`config.mk`:
```
export PLATFORM = sky130hd
export DESIGN_NAME = rstseq
export DESIGN_NICKNAME = d
export VERILOG_FILES = /design/src/rtl/rstseq.sv
export SDC_FILE = /design/constraint.sdc
export NUM_CORES = 1
export LEC_CHECK = 0
export ABC_AREA = 0
export ABC_CLOCK_PERIOD_IN_PS = 2250
export BUFFER_PORTS_ARGS = -buffer_cell sky130_fd_sc_hd__buf_2
export CAP_MARGIN = 10
export CORE_MARGIN = 1.5
export CORE_UTILIZATION = 58
export DETAILED_ROUTE_END_ITERATION = 8
export GPL_ROUTABILITY_DRIVEN = 0
export GPL_TIMING_DRIVEN = 1
export HOLD_SLACK_MARGIN = 0.02
export PLACE_DENSITY = 0.78
export SYNTH_ARGS = -nofsm -noshare
export SYNTH_HDL_FRONTEND = slang
export SYNTH_SLANG_ARGS = --single-unit
```
`constraint.sdc`:
```
create_clock -name clk_i -period 2.25 [get_ports clk_i]
set_clock_uncertainty 0.05 [all_clocks]
set_input_delay 0.1125 -clock clk_i [delete_from_list [all_inputs] [get_ports clk_i]]
set_output_delay 0.1125 -clock clk_i [all_outputs]
set_load 0.005 [all_outputs]
```
`src/rtl/rstseq.sv`:
```
// Reset sequencer: turns device-table reset requests into stretched system,
// memory and CPU reset domains, a sticky power-off request and a cause record.
module rstseq #(
  parameter int unsigned PORCYCLES = 1024,
  parameter int unsigned RSTCYCLES = 256,
  parameter int unsigned CNTBITSZ  = 16
) (
  input  logic       clk_i,
  input  logic       rst_i,
  input  logic       rst0_i,
  input  logic       rst1_i,
  input  logic       rst2_i,
  output logic       sysrst_o,
  output logic       memrst_o,
  output logic       cpurst_o,
  output logic       pwroff_o,
  output logic [2:0] cause_o,
  output logic       busy_o
);

  typedef enum logic [2:0] {
    S_POR, S_RUN, S_HOLD, S_RHOLD, S_WAIT, S_OFF
  } state_t;

  typedef enum logic [2:0] {
    CAUSE_POR    = 3'd0,
    CAUSE_WRESET = 3'd1,
    CAUSE_CRESET = 3'd2,
    CAUSE_RRESET = 3'd3,
    CAUSE_PWROFF = 3'd4
  } cause_t;

  localparam logic [CNTBITSZ-1:0] POR_LAST = CNTBITSZ'(PORCYCLES - 1);
  localparam logic [CNTBITSZ-1:0] RST_LAST = CNTBITSZ'(RSTCYCLES - 1);

  state_t              state;
  logic [CNTBITSZ-1:0] cnt;

  logic   take_lvl;
  state_t lvl_state;
  cause_t lvl_cause;
  logic   lvl_mem;
  logic   lvl_pwr;

  // Level requests are honoured from RUN and also escalate an RRESET hold.
  // NOTE: every always_comb output gets a default first so no path can infer a latch.
  always_comb begin
    take_lvl  = 1'b0;
    lvl_state = S_HOLD;
    lvl_cause = CAUSE_CRESET;
    lvl_mem   = 1'b1;
    lvl_pwr   = 1'b0;
    if ((state == S_RUN || state == S_RHOLD) && (rst0_i || rst1_i)) begin
      take_lvl = 1'b1;
      if (rst1_i && rst0_i) begin
        lvl_state = S_HOLD;
        lvl_cause = CAUSE_CRESET;
      end else if (rst1_i) begin
        lvl_state = S_HOLD;
        lvl_cause = CAUSE_WRESET;
        lvl_mem   = 1'b0;
      end else begin
        lvl_state = S_OFF;
        lvl_cause = CAUSE_PWROFF;
        lvl_pwr   = 1'b1;
      end
    end
  end

  // NOTE: sequential state uses non-blocking assignments so every register
  // samples pre-edge values regardless of statement order.
  always_ff @(posedge clk_i or posedge rst_i) begin
    if (rst_i) begin
      state    <= S_POR;
      cnt      <= '0;
      sysrst_o <= 1'b1;
      memrst_o <= 1'b1;
      cpurst_o <= 1'b1;
      pwroff_o <= 1'b0;
      cause_o  <= CAUSE_POR;
      busy_o   <= 1'b1;
    end else if (take_lvl) begin
      state    <= lvl_state;
      cnt      <= '0;
      sysrst_o <= 1'b1;
      memrst_o <= lvl_mem;
      cpurst_o <= 1'b1;
      pwroff_o <= lvl_pwr;
      cause_o  <= lvl_cause;
      busy_o   <= 1'b1;
    end else begin
      case (state)
        S_POR: begin
          if (cnt == POR_LAST) begin
            state    <= S_RUN;
            cnt      <= '0;
            sysrst_o <= 1'b0;
            memrst_o <= 1'b0;
            cpurst_o <= 1'b0;
            busy_o   <= 1'b0;
          end else begin
            cnt <= cnt + CNTBITSZ'(1);
          end
        end
        S_RUN: begin
          if (rst2_i) begin
            state    <= S_RHOLD;
            cnt      <= '0;
            cpurst_o <= 1'b1;
            cause_o  <= CAUSE_RRESET;
            busy_o   <= 1'b1;
          end
        end
        S_HOLD: begin
          if (cnt == RST_LAST) begin
            state <= S_WAIT;
            cnt   <= '0;
          end else begin
            cnt <= cnt + CNTBITSZ'(1);
          end
        end
        // Guards against a device table that has not yet dropped its request.
        S_WAIT: begin
          if (!rst0_i && !rst1_i) begin
            state    <= S_RUN;
            cnt      <= '0;
            sysrst_o <= 1'b0;
            memrst_o <= 1'b0;
            cpurst_o <= 1'b0;
            busy_o   <= 1'b0;
          end
        end
        S_RHOLD: begin
          if (cnt == RST_LAST) begin
            state    <= S_RUN;
            cnt      <= '0;
            cpurst_o <= 1'b0;
            busy_o   <= 1'b0;
          end else begin
            cnt <= cnt + CNTBITSZ'(1);
          end
        end
        S_OFF: begin
          state <= S_OFF;
        end
        default: begin
          state <= S_POR;
          cnt   <= '0;
        end
      endcase
    end
  end

endmodule

```
-- Word level (Yosys, flattened, before mapping)
Cells that the tools add are included.
- word-level logic and storage cells: 75
- output and inout port bits: 8
- input bits: 5
- flip-flop bits (word level): 26
- reduce and logical (&&, ||, !) cells: 18
- add/sub/neg operators: 1
- muxes and demuxes: 36
- equal/unequal tests: 13
- operators by type and width (kind ; count):
    2-to-1 mux 16 bit ; 5
    case mux 16 bit (5 select lines) ; 1
    2-to-1 mux 3 bit ; 14
    case mux 3 bit (6 select lines) ; 1
    adder 16 x 1 -> 16 bit (second input constant) ; 1
    equality test 16 x 10 -> 1 bit (second input constant) ; 1
    equality test 16 x 8 -> 1 bit (second input constant) ; 1
    2-to-1 mux 1 bit ; 13
    inequality test 3 bit (second input constant) ; 4
    AND reduction 5 bit ; 2
    equality test 3 x 2 -> 1 bit (second input constant) ; 2
    equality test 3 bit (second input constant) ; 2
    AND reduction 3 bit ; 2
    nonzero test 5 bit ; 1
    case mux 1 bit (4 select lines) ; 1
    nonzero test 2 bit ; 2
    equality test 3 x 1 -> 1 bit (second input constant) ; 1
    logical AND 1 bit ; 3
    logical NOT 3 bit ; 1
    inequality test 3 x 2 -> 1 bit (second input constant) ; 1
    nonzero test 3 bit ; 1
    logical NOT 1 bit ; 2
    logical OR 1 bit ; 2
    inequality test 2 bit (second input constant) ; 1
    other kinds (3) ; 3

-- Depth between registers and ports, before layout
Gate-level depths: netlist of the first run.
- word-level depth: 6
- gate-level depth with buffers: 8
- mapped depth without buffers: 6

-- Worst setup path before layout of the first run
Ideal clock, no wire load.
- kind: flip-flop to flip-flop
- start: reg cnt[0]
- end: reg cnt[12]
- setup slack: 0.353 ns
- library setup time: 0.137 ns
- clock period less this slack: 1.897 ns
- buffers on the path: 1
- stages on the path, launching flop included: 8
- arrival: 1.710 ns
- required time: 2.063 ns
- cells stage by stage: dfrtp_1 -> ha_1 -> and4_1 -> nand4_1 -> o21a_1 -> clkbuf_1 -> o211ai_1 -> o211ai_1
- cells in the longest elaborated chain, start to end: 4
- elaborated cells on any way between the ends: 7
- those cells by class: add/sub (1); eq/ne (2); mux (4)
- RTL lines (element ; line ; RTL):
    start, declared ; 37 ; logic [CNTBITSZ-1:0] cnt;
    start signal, assigned ; 102 ; cnt <= cnt + CNTBITSZ'(1);
    start signal, assigned ; 119 ; cnt <= cnt + CNTBITSZ'(1);
    start signal, assigned ; 140 ; cnt <= cnt + CNTBITSZ'(1);
    adder 16 x 1 -> 16 bit, or another cell as far along ; 102, 119, 140 ;
    2-to-1 mux 16 bit (on tied branches) ; 115, 134, 94 ;
    case mux 16 bit (5 select lines) * ; 92 ; case (state)
    2-to-1 mux 16 bit * ; 82 ; end else if (take_lvl) begin
Every way passes the cells marked *; elsewhere a longest branch is shown, timed or not.
A chain may end at the register's enable or synchronous reset.

-- Worst setup path after layout of the first run
Same ends and word-level chain as after synthesis.

==> impl_metrics.py, run 1 <==
metrics = {
    "status": {
        "status": "finished clean",
    },
    "cells_and_area": {
        "fin_nets": 202,
        "postLayoutCoreUtil": 0.688,
        "final-seq-area_um2": 654,
        "multiInputGateArea_um2": 798,
        "post_layout_instance_count_excluding_filler_cells": 225,
        "finalInstanceArea_um2": 1710,
        "post_route_cells_drive_above_1_share": 0.190,
        "filler_cell_count": 204,
        "insertedDiodeCount": 0,
        "flow.area_growth_from_synthesis_pct": 11.6,
    },
    "die": {
        "coreArea_um2": 2480,
        "initial_core_utilization": 0.617,
        "dieWidth_um": 54.3,
        "floorplan.die_area_um2": 2950,
        "io_pins": 13,
        "std_cell_rows": 18,
        "floorplan.die.height_um": 54.3,
    },
    "global_route": {
        "grt_overflow": 0,
        "initial_antenna_violation_count": 0,
        "wire_length_of_the_first_global_routing_pass_mm": 5.98,
        "number_of_global_route_vias_before_repair": 1322,
        "globalRouteTotalUtil": 0.276,
        "grt_start_max_net_pins": 20,
    },
    "setup_path": {
        "worst_ep_required_ns": 2.44,
        "regToRegEndpoint": "cnt[12]",
        "crit_path_cell_trace": "ha_1, and4_1, nand4_1, or2_1, or3_1, o211ai_1",
        "timing.critical_path.slowest_stage_cell": "dfrtp_1",
        "cp-start-kind": "flop",
        "worst-path-buf-inv": 0,
        "timing.reg2reg.setup_slack_ns": 0.14,
        "class_of_the_most_critical_setup_path": "flop to flop",
        "critical_path.max_stage_delay_ns": 0.44,
        "critPathArrivalTime_ns": 2.31,
        "worstSetupEndpointType": "flop",
        "r2r_startpoint": "cnt[0]",
        "timing.critical_path.fanout_max": 5,
        "path_delay_family": "simple AND/OR/NAND/NOR gates",
        "worstRegToRegCells": 6,
    },
    "pwr": {
        "p_leak_nw": 0.713,
        "seq_power_share": 0.391,
        "p_int_mw": 1.04,
        "share_comb_of_total_power": 0.474,
        "vdd_ir_drop_max_mv": 0.761,
        "power_switching_uw": 731,
        "power.share.switching": 0.413,
        "clkPwrFrac": 0.134,
        "powerDensity_nw_per_um2": 1040,
    },
    "clocking": {
        "clock_sink_count": 26,
        "worstSkewPairLatency_ns": 0.32,
        "cts.htree.levels": 1,
        "cts_tree": "yes",
        "clkSlewWorstSetupHoldPaths_ns": 0.15,
        "clk_root_buffer_cell": "clkbuf_4",
        "clock_tree_buf_depth": 2,
        "cts_buffers": 3,
    },
    "detailed_routing": {
        "drtPass1Iterations": 5,
        "routed_wl_mm": 3.59,
        "detailroute.via_count": 1400,
        "initialDrtViolationCount": 67,
        "drt.antenna.violating_nets": 0,
        "route.detailed.vias_per_inst": 6.22,
        "drc": 0,
        "average_wire_per_cell_in_the_routed_design_um": 15.9,
    },
    "hold_path": {
        "timing.hold.worst.class": "input pin to flop",
        "worst_hold_path.endpoint": "pwroff_o",
        "hold_start": "rst1_i",
        "timing.hold.worst_path_depth": 2,
    },
    "sta": {
        "slew_violations": 0,
        "worst_pin_slew_ns": 0.685,
        "hold_viol_final": 0,
        "timing.max_slew.rel_slack": 0.544,
        "period_share": 0.940,
        "final-setup-viol-count": 0,
        "period_minus_slack_ns": 2.11,
        "final.setup.worst_slack_ns": 0.135,
        "achievable-frequency_mhz": 473,
    },
    "placement": {
        "placed_cell_area_um2": 1630,
        "port-buffer-count": 12,
        "placement.setup.worst_slack_ns": 0.0671,
        "dp.final_hpwl_mm": 2.56,
        "place_inst": 218,
    },
    "synthesis": {
        "postSynthNetCount": 183,
        "synthDistinctLibCells": 45,
        "syn-instance-count": 177,
        "synth-seq-area-share": 0.428,
        "synth_enable_flop_cells": 0,
        "dominantRegCellSynth": "dfrtp_1",
        "synth_warnings": 0,
        "synth_area_um2": 1530,
        "ys_ff_latch": 26,
        "postSynthAreaPerCell_um2": 8.63,
        "ys_async_sr_fraction": 1.00,
    },
    "job": {
        "maximum_capacitance_violations": 0,
    },
}
==> worst reg2reg max path: cells and delay by family (launching register included) <==
family	cells	cell delay [ns]
AND/OR/NAND/NOR	4	1.14
flip-flops	1	0.44
adder cells (fa/ha/maj)	1	0.24
AO/OA/AOI/OAI	1	0.19
==> cell usage in the layout, fill, tap and decap left out, drive strengths merged, types with 2 or more instances in the layout <==
cell / count
nor2b: 4
nand4: 2
o31ai: 3
nand2b: 2
clkbuf: 4
o22ai: 6
xnor2: 4
o21a: 3
nor3: 7
or2: 4
dfstp: 3
a21oi: 12
inv: 9
buf: 22
a31oi: 2
and3: 2
nand2: 22
nand3: 5
nor2: 11
nor4b: 3
nor4: 6
o211ai: 4
o21ai: 17
and4: 2
dfrtp: 23
==> kinds of logic after synthesis <==
kind of cell / count (synthesis) / synth area share
AND/OR/NAND/NOR: 73 / 0.260
AO/OA/AOI/OAI: 54 / 0.216
buffers and inverters: 18 / 0.0581
adder cells (fa/ha/maj): 1 / 0.00819
flip-flops: 26 / 0.428
XOR/XNOR: 5 / 0.0287
==> worst max-delay path by stage <==
stage                     endpoint  slack, ns  cells past startpoint   start
after floorplan            cnt[12]       0.35                      7  cnt[0]
after global placement      cnt[9]       0.23                      7  cnt[0]
after detailed placement  sysrst_o       0.07                      6  cnt[0]
after CTS                 sysrst_o       0.05                      6  cnt[0]
after global routing       cnt[14]      -0.01                      7  cnt[0]
final                      cnt[12]       0.14                      6  cnt[0]
==> metrics by stage <==
step	power (mW)	TNS [ns]	hold WS, ns
after floorplan	1.25	0	0.100
after global placement	1.46	0	0.0834
after detailed placement	1.50	0	0.0992
after CTS	1.73	0	0.0305
after global routing	1.92	-0.0125	0.0454
final	1.77	0	0.0406
==> cell type report <==
class / count / share of cell area
inverter: 9 / 0.0198
tap: 30 / 0.0220
sequential: 26 / 0.384
multi-input combinational: 133 / 0.468
clock buffer: 4 / 0.0213
timing repair buffer: 23 / 0.0851
==> flip-flops by register name, indices dropped and copies added, names as in the netlist <==
signal / count
pwroff_o: 1
memrst_o: 1
sysrst_o: 1
state: 3
cnt: 16
busy_o: 1
cause_o: 3
==> routing by layer <==
layer | track usage | vias up | part of all wire
met2 | 0.442 | 60 | 0.49
li1 | - | 678 | -
met1 | 0.388 | 658 | 0.45
met4 | 0.0625 | 0 | 0.0084
met5 | 0 | - | 0
met3 | 0.0519 | 4 | 0.049
==> Yosys cell counts (2+ instances only) <==
cell,n,area share
nand2_1,22,0.054
nor3_1,7,0.023
and4_1,2,0.011
a31oi_1,2,0.0082
buf_6,2,0.015
a21oi_1,12,0.039
o21a_1,3,0.015
nor2b_1,4,0.016
nand2b_1,2,0.0082
nor2_1,10,0.025
xnor2_1,4,0.023
or2_2,2,0.0082
o211ai_1,4,0.020
clkbuf_1,4,0.0098
dfstp_2,3,0.052
o31ai_1,3,0.015
nand3_1,5,0.016
buf_2,2,0.0066
and3_1,2,0.0082
o22ai_1,6,0.025
nand4_1,2,0.0082
nor4_1,6,0.025
o21ai_0,16,0.052
dfrtp_1,23,0.38
inv_1,9,0.022
==> power groups by stage <==
stage / Clock, mW / Combinational, mW / Sequential [mW]
after global placement: 0 / 0.772 / 0.690
after global routing: 0.260 / 0.947 / 0.709
after floorplan: 0 / 0.541 / 0.706
final: 0.238 / 0.838 / 0.692
after detailed placement: 0 / 0.801 / 0.699
after CTS: 0.239 / 0.806 / 0.688
==> repair_timing <==
| action | 4_1_cts | 5_1_grt |
|---|---|---|
| endpoints found under the setup margin | 0 | 18 |
| gates resized for setup | 0 | 3 |
| hold buffers | 1 | 0 |
| endpoints found under the hold margin | 9 | 0 |
| setup buffers | 0 | 2 |
No activity file was read; power rests on OpenSTA's default activity.
==> run 2, diff against run 1 <==
CORE_ASPECT_RATIO = 1.25   (was not set)
==> run 2 against run 1 <==
Effect of this change: final cell count is 1.3% higher; count of clock-buffer cells in the layout stayed put; utilization is 0.71 points lower; combinational power is 3.9% lower; cell area is 1.0% lower; critical path type is now input pin to flop; largest cell class unchanged.
==> impl_metrics.py, run 2 (synthesis results as in run 1) <==
metrics = {
    "sta": {
        "period_share": 0.930,
        "tns_ns": 0,
        "final-setup-viol-count": 0,
        "worst_pin_slew_ns": 0.609,
        "hold_viol_final": 0,
        "timing.max_slew.rel_slack": 0.594,
        "achievable-frequency_mhz": 478,
        "period_minus_slack_ns": 2.09,
        "final.hold.worst_slack_ns": 0.102,
        "rsz0062_at_grt": "false",
        "slew_violations": 0,
    },
    "detailed_routing": {
        "drt.antenna.violating_nets": 0,
        "drc": 0,
        "initialDrtViolationCount": 42,
        "routed_wl_mm": 3.35,
        "route.detailed.vias_per_inst": 6.10,
        "average_wire_per_cell_in_the_routed_design_um": 14.7,
        "drtPass1Iterations": 4,
        "detailroute.via_count": 1390,
    },
    "cells_and_area": {
        "mostFrequentLayoutCell": "dfrtp_1",
        "finalInstanceArea_um2": 1690,
        "insertedDiodeCount": 0,
        "layout.cells.most_common_list": "dfrtp_1 (23), nand2_1 (22), o21ai_0 (16), a21oi_1 (12), buf_2 (12)",
        "flow.area_growth_from_synthesis_pct": 10.5,
        "fin_nets": 202,
        "max_flop_register": "cnt",
        "largest_register_ff_count": 16,
        "largest_registers": "cnt x16, cause_o x3, state x3",
        "post_route_cells_drive_above_1_share": 0.169,
        "post_layout_instance_count_excluding_filler_cells": 228,
    },
    "hold_path": {
        "timing.hold.worst_path_depth": 3,
        "timing.hold.worst.class": "input pin to flop",
    },
    "clocking": {
        "cts.htree.levels": 1,
        "clock_sink_count": 26,
        "clock_tree_buf_depth": 2,
        "cts_tree": "yes",
        "clk_root_buffer_cell": "clkbuf_4",
        "worstSkewPairLatency_ns": 0.32,
        "cts_buffers": 3,
        "clkSlewWorstSetupHoldPaths_ns": 0.14,
    },
    "die": {
        "std_cell_rows": 20,
        "initial_core_utilization": 0.617,
        "floorplan.die.height_um": 60.4,
        "io_pins": 13,
        "dieWidth_um": 48.9,
        "floorplan.die_area_um2": 2950,
        "coreArea_um2": 2480,
    },
    "global_route": {
        "number_of_global_route_vias_before_repair": 1387,
        "globalRouteMet3Util": 0.0345,
        "globalRouteTotalUtil": 0.254,
        "grt_overflow": 0,
        "grt_util_met1": 0.272,
        "grt_start_max_net_pins": 27,
        "initial_antenna_violation_count": 0,
        "wire_length_of_the_first_global_routing_pass_mm": 5.81,
        "global_routing_met2_resource_utilization": 0.491,
        "busiest_layer": "met2",
    },
    "status": {
        "status": "finished clean",
    },
    "setup_path": {
        "worst_ep_required_ns": 2.42,
        "cp-start-kind": "input pin",
        "worstSetupEndpointType": "flop",
        "worstRegToRegCells": 7,
        "critPathArrivalTime_ns": 2.27,
        "class_of_the_most_critical_setup_path": "input pin to flop",
        "timing.critical_path.fanout_max": 13,
    },
    "placement": {
        "port-buffer-count": 12,
        "dp.final_hpwl_mm": 2.41,
        "place_inst": 222,
        "placed_cell_area_um2": 1640,
    },
    "pwr": {
        "powerDensity_nw_per_um2": 1010,
        "p_leak_nw": 0.705,
        "vdd_ir_drop_max_mv": 0.569,
    },
    "job": {
        "maximum_capacitance_violations": 0,
    },
}
==> run 2: final timing paths <==
kind                       startpoint        to  slack (ns)
setup reg to reg               cnt[0]    cnt[6]        0.16
hold reg to reg              sysrst_o  sysrst_o        0.43
min in group asynchronous       rst_i  state[2]        0.31
setup / recovery               rst1_i    cnt[3]        0.16
hold / removal                 rst0_i  pwroff_o        0.10
max in group asynchronous       rst_i  memrst_o        1.53
==> run 2: area by class of cell <==
| type | instances | area [um^2] |
|---|---|---|
| fill | 204 | 790 |
| multi-input combinational | 133 | 785 |
| sequential | 26 | 654 |
| timing repair buffer | 23 | 148 |
| tap | 33 | 41.3 |
| inverter | 9 | 33.8 |
| clock buffer | 4 | 26.3 |
==> run 2: report_power, final <==
group | total, mW | leakage [nW] | switching [mW] | internal (mW)
clock | 0.206 | 0.0150 | 0.136 | 0.0695
sequential | 0.692 | 0.336 | 0.0931 | 0.599
combinational | 0.805 | 0.354 | 0.475 | 0.330
==> run 2: layer usage <==
metal	up-vias	share of wire
li1	676	-
met1	665	0.41
met2	38	0.53
met3	11	0.034
met4	0	0.027
met5	-	0
==> run 2: per-stage QoR <==
| stage | total power, mW | utilization | worst slack (ns) |
|---|---|---|---|
| floorplan | 1.25 | - | 0.353 |
| global placement | 1.48 | 0.663 | 0.283 |
| detailed placement | 1.50 | 0.663 | 0.192 |
| CTS | 1.71 | 0.681 | 0.151 |
| global route | 1.84 | 0.681 | 0.00349 |
| finish | 1.70 | 0.681 | 0.157 |
==> run 2: worst max-delay path, cell delays in order <==
cell           delay (ns)
dlygate4sd3_1        0.54
buf_2                0.18
nor3_1               0.37
o221a_1              0.58
buf_4                0.24
nor3_1               0.05
a21oi_1              0.11
o21ai_0              0.08
==> run 2: what timing repair did <==
| item | in CTS | in global routing |
|---|---|---|
| hold buffers | 2 | 0 |
| buffers inserted | 0 | 0 |
| endpoints found under the hold margin | 24 | 0 |
| gates resized for setup | 0 | 0 |
==> run 3, diff against run 2 <==
CORE_ASPECT_RATIO = 1.4   (was 1.25)
PLACE_DENSITY = 0.77   (was 0.78)
==> run 3 against run 2 <==
Effect of this change: global-route usage is 1.1 points higher; final cell count is 1.3% higher; worst hold slack worse by 0.024 ns; first-iteration DRC count is 50% higher; sequential cell count stayed put; routed wire length is 0.24% higher; largest cell class unchanged; total power is 3.7% higher.
==> impl_metrics.py, run 3 (synthesis results as in run 1) <==
metrics = {
    "sta": {
        "worst_pin_slew_ns": 0.650,
        "period_share": 0.941,
        "hold_viol_final": 0,
        "slew_violations": 0,
        "timing.max_slew.rel_slack": 0.567,
        "achievable-frequency_mhz": 472,
        "period_minus_slack_ns": 2.12,
        "final-setup-viol-count": 0,
        "tns_ns": 0,
    },
    "die": {
        "initial_core_utilization": 0.625,
        "std_cell_rows": 21,
        "coreArea_um2": 2440,
        "floorplan.die_area_um2": 2960,
        "floorplan.die.height_um": 63.7,
        "dieWidth_um": 46.4,
        "io_pins": 13,
    },
    "global_route": {
        "initial_antenna_violation_count": 0,
        "wire_length_of_the_first_global_routing_pass_mm": 5.92,
        "grt_overflow": 0,
        "number_of_global_route_vias_before_repair": 1352,
        "grt_start_max_net_pins": 27,
        "globalRouteTotalUtil": 0.264,
    },
    "setup_path": {
        "cp-start-kind": "flop",
        "worstRegToRegCells": 7,
        "class_of_the_most_critical_setup_path": "flop to flop",
        "critPathArrivalTime_ns": 2.31,
        "worst_ep_required_ns": 2.45,
        "timing.critical_path.fanout_max": 5,
        "worstSetupEndpointType": "flop",
    },
    "detailed_routing": {
        "drtPass1Iterations": 4,
        "initialDrtViolationCount": 63,
        "drt.antenna.violating_nets": 0,
        "average_wire_per_cell_in_the_routed_design_um": 14.5,
        "detailroute.via_count": 1357,
        "route.detailed.vias_per_inst": 5.87,
        "drc": 0,
        "routed_wl_mm": 3.36,
    },
    "cells_and_area": {
        "mostFrequentLayoutCell": "dfrtp_1",
        "max_flop_register": "cnt",
        "largest_registers": "cnt x16, cause_o x3, state x3",
        "post_route_cells_drive_above_1_share": 0.193,
        "layout.cells.most_common_list": "dfrtp_1 (23), nand2_1 (22), o21ai_0 (16), a21oi_1 (12), buf_2 (12)",
        "flow.area_growth_from_synthesis_pct": 12.6,
        "fin_nets": 204,
        "filler_cell_count": 209,
        "insertedDiodeCount": 0,
        "largest_register_ff_count": 16,
        "post_layout_instance_count_excluding_filler_cells": 231,
    },
    "status": {
        "status": "finished clean",
    },
    "clocking": {
        "clk_root_buffer_cell": "clkbuf_4",
        "worstSkewPairLatency_ns": 0.32,
        "clkSlewWorstSetupHoldPaths_ns": 0.14,
        "clock_sink_count": 26,
        "cts_tree": "yes",
        "clock_tree_buf_depth": 2,
        "cts.htree.levels": 1,
        "cts_buffers": 3,
    },
    "placement": {
        "port-buffer-count": 12,
        "place_inst": 224,
        "dp.final_hpwl_mm": 2.38,
    },
    "pwr": {
        "powerDensity_nw_per_um2": 1030,
        "p_leak_nw": 0.723,
        "vdd_ir_drop_max_mv": 0.546,
        "fin_total_pwr_mw": 1.77,
    },
    "hold_path": {
        "timing.hold.worst_path_depth": 3,
        "timing.hold.worst.class": "input pin to flop",
    },
    "job": {
        "maximum_capacitance_violations": 0,
    },
}
## run 3: changes by cell type in the layout (fill, tap and decap cells not counted), sizes merged
| cell | before | now |
|---|---|---|
| buf | 21 | 23 |
## run 3: power breakdown
group | switching (mW) | internal [mW] | leakage (nW)
Combinational | 0.472 | 0.336 | 0.366
Clock | 0.142 | 0.0990 | 0.0210
Sequential | 0.118 | 0.599 | 0.336
## run 3: what timing repair did
action	in CTS	in global routing
hold endpoints to repair	24	0
setup endpoints to repair	0	4
buffers inserted	0	1
hold buffers	2	0
gates resized for setup	0	2
## run 3: metrics by stage
| stage | util | hold slack (ns) | setup WS, ns | instance area [um^2] |
|---|---|---|---|---|
| after floorplan | - | 0.100 | 0.353 | 1530 |
| after global placement | 0.675 | 0.130 | 0.221 | 1650 |
| after detailed placement | 0.675 | 0.137 | 0.124 | 1650 |
| after CTS | 0.698 | 0.0686 | 0.0860 | 1710 |
| after global routing | 0.704 | 0.0788 | -0.00315 | 1720 |
| final | 0.704 | 0.0776 | 0.133 | 1720 |
## run 3: worst paths after layout
check                      startpoint        to  slack (ns)
min in group asynchronous       rst_i    cnt[2]        0.34
max reg2reg                    cnt[0]    cnt[0]        0.13
min                            rst0_i  memrst_o        0.08
max                            cnt[0]    cnt[0]        0.13
min reg2reg                  sysrst_o  sysrst_o        0.43
max in group asynchronous       rst_i    busy_o        1.51
## run 3: routing by layer
layer | wire length, um | part of all wire | global-route usage | vias up
met5 | 0 | 0 | 0 | -
met4 | 38 | 0.011 | 0.100 | 0
met3 | 95 | 0.028 | 0.0258 | 4
met2 | 1780 | 0.53 | 0.444 | 31
met1 | 1450 | 0.43 | 0.333 | 643
li1 | - | - | - | 679
## run 3: layout make-up
cell class | instances | area, um^2 | area share
flip-flops and latches | 26 | 654 | 0.380
inverters | 9 | 33.8 | 0.0196
multi-input cells | 133 | 791 | 0.460
repair buffers | 25 | 163 | 0.0945
clock buffers | 4 | 36.3 | 0.0211
well taps | 34 | 42.5 | 0.0247
## run 3: critical path, stage by stage (launching register included)
cell     delay (ns)
dfrtp_1        0.45
ha_1           0.26
and4_1         0.27
and4_1         0.22
nor4b_4        0.38
buf_4          0.21
nor3_1         0.05
a21oi_1        0.16
